`src/rtl/sine_osc_multi.sv`:
```
// Coupled-form (Minsky) sine/cosine test-tone oscillator with a prescaled
// sample strobe, start/stop control, rising zero-crossing and period measurement.
module sine_osc_multi #(
  parameter int unsigned        W         = 20,
  parameter int unsigned        SHIFT_W   = 4,
  parameter int unsigned        DIV_W     = 16,
  parameter int unsigned        PER_W     = 16,
  parameter logic [W-1:0]       DEF_AMP   = W'(20'h02666),
  parameter logic [SHIFT_W-1:0] DEF_SHIFT = SHIFT_W'(8)
) (
  input  logic               clk,
  input  logic               reset,
  input  logic               cfg_load,
  input  logic [W-1:0]       cfg_amp,
  input  logic [SHIFT_W-1:0] cfg_shift,
  input  logic [DIV_W-1:0]   cfg_div,
  input  logic               start,
  input  logic               stop,
  output logic [W-1:0]       sine,
  output logic [W-1:0]       cosine,
  output logic               sample_valid,
  output logic               zero_cross,
  output logic [PER_W-1:0]   period,
  output logic               period_valid,
  output logic               running
);

  localparam logic [1:0] S_IDLE  = 2'd0;
  localparam logic [1:0] S_PRIME = 2'd1;
  localparam logic [1:0] S_RUN   = 2'd2;

  logic [1:0]         state_q, state_d;

  logic [W-1:0]       amp_sh_q, amp_sh_d;
  logic [SHIFT_W-1:0] shift_sh_q, shift_sh_d;
  logic [DIV_W-1:0]   div_sh_q, div_sh_d;

  logic [SHIFT_W-1:0] shift_q, shift_d;
  logic [DIV_W-1:0]   div_q, div_d;
  logic [DIV_W-1:0]   presc_q, presc_d;

  logic signed [W-1:0] sine_q, sine_d;
  logic signed [W-1:0] cos_q, cos_d;
  logic signed [W-1:0] s_next, c_next;

  logic [PER_W-1:0]   cnt_q, cnt_d;
  logic [PER_W-1:0]   per_q, per_d;
  logic               first_q, first_d;

  logic               sv_q, sv_d;
  logic               zc_q, zc_d;
  logic               pv_q, pv_d;

  logic               tick;
  logic               rise;

  // Cosine update uses the freshly computed sine to keep the orbit closed.
  assign s_next = sine_q + (cos_q >>> shift_q);
  assign c_next = cos_q - (s_next >>> shift_q);

  assign tick = (presc_q == div_q);
  assign rise = sine_q[W-1] & ~s_next[W-1];

  always_comb begin
    state_d    = state_q;
    amp_sh_d   = amp_sh_q;
    shift_sh_d = shift_sh_q;
    div_sh_d   = div_sh_q;
    shift_d    = shift_q;
    div_d      = div_q;
    presc_d    = presc_q;
    sine_d     = sine_q;
    cos_d      = cos_q;
    cnt_d      = cnt_q;
    per_d      = per_q;
    first_d    = first_q;
    sv_d       = 1'b0;
    zc_d       = 1'b0;
    pv_d       = 1'b0;

    if (cfg_load) begin
      amp_sh_d   = cfg_amp;
      shift_sh_d = cfg_shift;
      div_sh_d   = cfg_div;
    end

    case (state_q)
      S_IDLE: begin
        if (start && !stop) begin
          state_d = S_PRIME;
        end
      end

      S_PRIME: begin
        if (stop) begin
          state_d = S_IDLE;
        end else begin
          state_d = S_RUN;
          sine_d  = '0;
          cos_d   = $signed(amp_sh_q);
          presc_d = '0;
          cnt_d   = '0;
          first_d = 1'b1;
          div_d   = div_sh_q;
          shift_d = (shift_sh_q == '0) ?
                    SHIFT_W'(1) : shift_sh_q;
        end
      end

      S_RUN: begin
        if (stop) begin
          state_d = S_IDLE;
          presc_d = '0;
        end else if (start) begin
          state_d = S_PRIME;
        end else if (tick) begin
          presc_d = '0;
          sine_d  = s_next;
          cos_d   = c_next;
          sv_d    = 1'b1;
          if (rise) begin
            zc_d  = 1'b1;
            cnt_d = '0;
            if (first_q) begin
              first_d = 1'b0;
            end else begin
              pv_d  = 1'b1;
              per_d = (cnt_q == '1) ?
                      cnt_q : cnt_q + PER_W'(1);
            end
          end else if (cnt_q != '1) begin
            cnt_d = cnt_q + PER_W'(1);
          end
        end else begin
          presc_d = presc_q + DIV_W'(1);
        end
      end

      default: begin
        state_d = S_IDLE;
      end
    endcase
  end

  always_ff @(posedge clk) begin
    if (reset) begin
      state_q    <= S_IDLE;
      amp_sh_q   <= DEF_AMP;
      shift_sh_q <= DEF_SHIFT;
      div_sh_q   <= '0;
      shift_q    <= DEF_SHIFT;
      div_q      <= '0;
      presc_q    <= '0;
      sine_q     <= '0;
      cos_q      <= '0;
      cnt_q      <= '0;
      per_q      <= '0;
      first_q    <= 1'b1;
      sv_q       <= 1'b0;
      zc_q       <= 1'b0;
      pv_q       <= 1'b0;
    end else begin
      state_q    <= state_d;
      amp_sh_q   <= amp_sh_d;
      shift_sh_q <= shift_sh_d;
      div_sh_q   <= div_sh_d;
      shift_q    <= shift_d;
      div_q      <= div_d;
      presc_q    <= presc_d;
      sine_q     <= sine_d;
      cos_q      <= cos_d;
      cnt_q      <= cnt_d;
      per_q      <= per_d;
      first_q    <= first_d;
      sv_q       <= sv_d;
      zc_q       <= zc_d;
      pv_q       <= pv_d;
    end
  end

  assign sine         = sine_q;
  assign cosine       = cos_q;
  assign sample_valid = sv_q;
  assign zero_cross   = zc_q;
  assign period       = per_q;
  assign period_valid = pv_q;
  assign running      = (state_q == S_RUN);

endmodule

```
`config.mk`:
```
export PLATFORM = sky130hd
export DESIGN_NAME = sine_osc_multi
export DESIGN_NICKNAME = d
export VERILOG_FILES = /design/src/rtl/sine_osc_multi.sv
export SDC_FILE = /design/constraint.sdc
export NUM_CORES = 1
export LEC_CHECK = 0
export ABC_AREA = 0
export CAP_MARGIN = 15
export CELL_PAD_IN_SITES_DETAIL_PLACEMENT = 1
export CELL_PAD_IN_SITES_GLOBAL_PLACEMENT = 2
export CORE_UTILIZATION = 33
export CTS_CLUSTER_SIZE = 8
export DETAILED_ROUTE_END_ITERATION = 7
export HOLD_SLACK_MARGIN = 0.06
export PLACE_DENSITY_LB_ADDON = 0.12
export SYNTH_ARGS = -nofsm -noshare
export SYNTH_HDL_FRONTEND = slang
export SYNTH_SLANG_ARGS = --single-unit
export TNS_END_PERCENT = 1
```
`constraint.sdc`:
```
create_clock -name clk -period 8.73 [get_ports clk]
set_clock_uncertainty 0.1 [all_clocks]
set_input_delay 1.3095 -clock clk [delete_from_list [all_inputs] [get_ports clk]]
set_output_delay 1.3095 -clock clk [all_outputs]
set_load 0.005 [all_outputs]
```
==> flow_metrics.py <==
metrics = {
    "power": {
        "p_sw_share_pct": 27.64,
        "pwr-share-seq_pct": 40.1,
        "pwr-share-clk_pct": 44.2,
        "power_switching_w": 0.0005069,
        "power_density_mw_per_mm2": 152.7,
        "vdd_drop_max_uv": 133.1,
        "pwr-share-comb_pct": 15.7,
        "intPower_w": 0.001327,
        "p_leak_nw": 4.672,
    },
    "setup_path": {
        "cpMostUsedCell": "o21ai_0",
        "ff2ff_setup_slack_ps": 960,
        "endpoint": "cosine[18]$_SDFFE_PP0P_",
        "worstPathRequired_ps": 8970,
        "cp_data_arrival_time_ps": 8010,
        "critPathSlowestCell": "dfxtp_2",
        "crit_fanout": 25,
        "reg2regPathDepth": 27,
        "start_kind": "flip-flop",
        "r2r_start": "shift_q[1]$_SDFFE_PP0P_",
        "timing.critical_path.from": "shift_q[1]$_SDFFE_PP0P_",
        "path_class": "flip-flop to flip-flop",
        "worst_r2r_endpoint": "cosine[18]$_SDFFE_PP0P_",
        "cpPeakStageDelay_ps": 740,
        "critPathCaptureType": "flip-flop",
    },
    "clock_network": {
        "cts.clk_slew.worst_paths_ps": 70,
        "clk_path_buf_depth": 2,
        "cts_setup_buffers": 0,
        "clock_sinks": 154,
        "cts_made_buffers": 17,
        "cts_tree": "done",
        "h-tree-depth": 4,
        "insertion_delay_ps": 440,
        "holdBufCountCts": 0,
        "cts_root_buffer": "clkbuf_16",
        "cts_resized": 0,
    },
    "global_routing": {
        "grt_max_degree": 83,
        "grt_pass1_wl_um": 51380,
        "grt_pass1_vias": 9275,
        "track_usage_pct": 21.04,
        "gr-total-overflow": 0,
        "antenna_found_initial": 0,
    },
    "layout": {
        "fin_nets": 1365,
        "drive_gt1_share_pct": 7.287,
        "nFillCells": 3516,
        "area.growth.synth_to_final_pct": 19.47,
        "num_antenna_cells": 0,
        "multiInputGateArea_mm2": 0.006583,
        "seqCellArea_mm2": 0.003084,
    },
    "placement": {
        "dp_slack_ps": 1045,
        "dp_hpwl_um": 23550,
        "globalplace.congestion": 0.8628,
        "io_buffers": 104,
    },
    "logic_synthesis": {
        "ys_warn_count": 0,
        "ys_seq_area_share_pct": 30.67,
        "ys_types": 75,
        "synth_top_area_share_pct": 30.67,
        "syn_inst": 1219,
        "async_flop_share_pct": 0,
        "synth_area_leaders": "dfxtp_1 31%, mux2i_1 7.8%, nor2_1 5.1%, nand2_1 5.0%, ha_1 5.0%",
        "synth_top_area_cell": "dfxtp_1",
        "synth_edf_count": 0,
        "ys_ff_latch": 154,
        "syn_area_per_cell_um2": 8.245,
        "syn_area_mm2": 0.01005,
        "synth_ff_type": "dfxtp_1",
        "syn-num-nets": 1306,
    },
    "floorplanning": {
        "die_y_um": 176.5,
        "io-pin-count": 105,
        "start_util_pct": 33.73,
        "dieArea_mm2": 0.03116,
        "coreArea_mm2": 0.02980,
        "rows": 63,
        "die_w_um": 176.5,
    },
    "sta": {
        "setup_viol": 0,
        "worst_slew_pin_slew_ps": 933.9,
        "post-route-period-util_pct": 89.05,
        "fmax_mhz": 128.6,
        "hold_viol": 0,
        "tns_ps": 0,
        "fin_crit_ps": 7774,
        "maxSlewViolCount": 0,
        "slew_headroom_pct": 37.56,
        "grt_setup_unrepaired": "no",
        "fin_ws_ps": 956.0,
    },
    "job": {
        "maxCapViolCount": 0,
    },
    "detailed_routing": {
        "finalWirelength_um": 32040,
        "vias_per_cell": 5.450,
        "drt-wirelength-per-cell_um": 19.07,
        "drc": 0,
        "antenna_left": 0,
        "first_iter_violations": 609,
        "vias": 9156,
        "first_pass_iters": 5,
    },
    "hold_path": {
        "hold_depth": 2,
        "hp-class": "flip-flop to flip-flop",
    },
    "run_status": {
        "status": "finished clean",
    },
}
## cells by family after synthesis
logic type                 Yosys count  synth area share [%]
and+or+nand+nor                    441                 20.47
AOI/OAI and AO/OA                  301                 20.05
DFF                                154                 30.67
muxes                              106                 12.85
buffers and inverters               99                 3.959
xor gates and xnor gates            76                 6.623
adders and majority gates           42                 5.378
## worst min-delay path by stage
stage | slack (ps) | endpoint | start
3_3_place_gp | 340 | div_q[11]$_SDFFE_PP0P_ | div_sh_q[11]$_SDFFE_PP0P_
6_report | 350 | div_q[9]$_SDFFE_PP0P_ | div_sh_q[9]$_SDFFE_PP0P_
5_1_grt | 380 | div_q[13]$_SDFFE_PP0P_ | div_sh_q[13]$_SDFFE_PP0P_
2_1_floorplan | 310 | period_valid$_SDFF_PP0_ | first_q$_SDFFE_PP1P_
4_1_cts | 360 | state_q[0]$_SDFFE_PP0P_ | state_q[0]$_SDFFE_PP0P_
3_5_place_dp | 350 | period[3]$_SDFFE_PP0P_ | period[3]$_SDFFE_PP0P_
## cell usage after synthesis (28+ instances only)
master	number
nor2_1	136
nand3_1	32
clkbuf_1	64
xor2_1	45
nand2_1	135
nor3_1	28
dfxtp_1	154
a21oi_1	87
a21o_1	35
xnor2_1	31
ha_1	40
mux2i_1	78
o21ai_0	50
## sequential cells by signal, indices dropped and copies added, names as in the netlist
signal,flops
cnt_q,16
div_sh_q,16
sine,20
shift_q,4
amp_sh_q,20
first_q,1
sample_valid,1
cosine,20
zero_cross,1
shift_sh_q,4
period_valid,1
presc_q,16
period,16
state_q,2
div_q,16
## worst max-delay path, delay by kind of cell, from the launching register on
family / cells / cell delay (ps)
DFF: 1 / 740
AOI/OAI and AO/OA: 14 / 3890
buffers and inverters: 1 / 60
adders and majority gates: 4 / 1280
xor gates and xnor gates: 1 / 140
and+or+nand+nor: 4 / 500
muxes: 3 / 930
## routing by layer
metal  vias to the layer above  track usage [%]  part of all wire (%)
met1                      4483            27.66                    47
met4                         0            5.675                   1.5
met5                         -                0                     0
met2                       142            35.36                    48
met3                        32            3.467                   3.3
li1                       4499                -                     -
## cells in the final DEF, fill, tap and decap left out, types with 15 or more instances in the layout
cell type	n
nand2_1	135
nor3_1	27
a21o_1	35
a21oi_1	87
nor2b_1	17
buf_4	18
dfxtp_1	153
clkbuf_16	17
o21ai_0	50
a211oi_1	21
inv_1	16
clkdlybuf4s50_1	102
ha_1	40
mux4_2	17
xnor2_1	31
nor2_1	136
or3_1	15
nand3_1	32
mux2i_1	78
xor2_1	45
## metrics by stage
step	total power (W)	utilization, %	hold slack (ps)	cell area (um^2)	std cells
after floorplan	0.0009479	-	312.0	10050	1219
after global placement	0.001041	38.20	340.7	11380	1649
after detailed placement	0.001039	38.20	350.0	11380	1649
after CTS	0.001861	40.30	361.9	12010	1680
after global routing	0.001914	40.30	377.6	12010	1680
final	0.001834	40.30	354.5	12010	1680
## layout make-up
cell class	instances	share of cell area [%]
clock inverters	11	1.313
well taps	390	4.064
inverters	18	0.5627
repair buffers	121	9.670
clock buffers	20	3.887
multi-input cells	966	54.82
flip-flops and latches	154	25.69
## power by group through the flow
stage | clock [W] | combinational [W] | sequential (W)
2_1_floorplan | 0 | 0.000204 | 0.000744
3_3_place_gp | 0 | 0.000289 | 0.000752
3_5_place_dp | 0 | 0.000287 | 0.000752
4_1_cts | 0.000836 | 0.000289 | 0.000736
5_1_grt | 0.000860 | 0.000316 | 0.000738
6_report | 0.000811 | 0.000288 | 0.000736
Note: power is estimated with default switching activity, not from simulation.
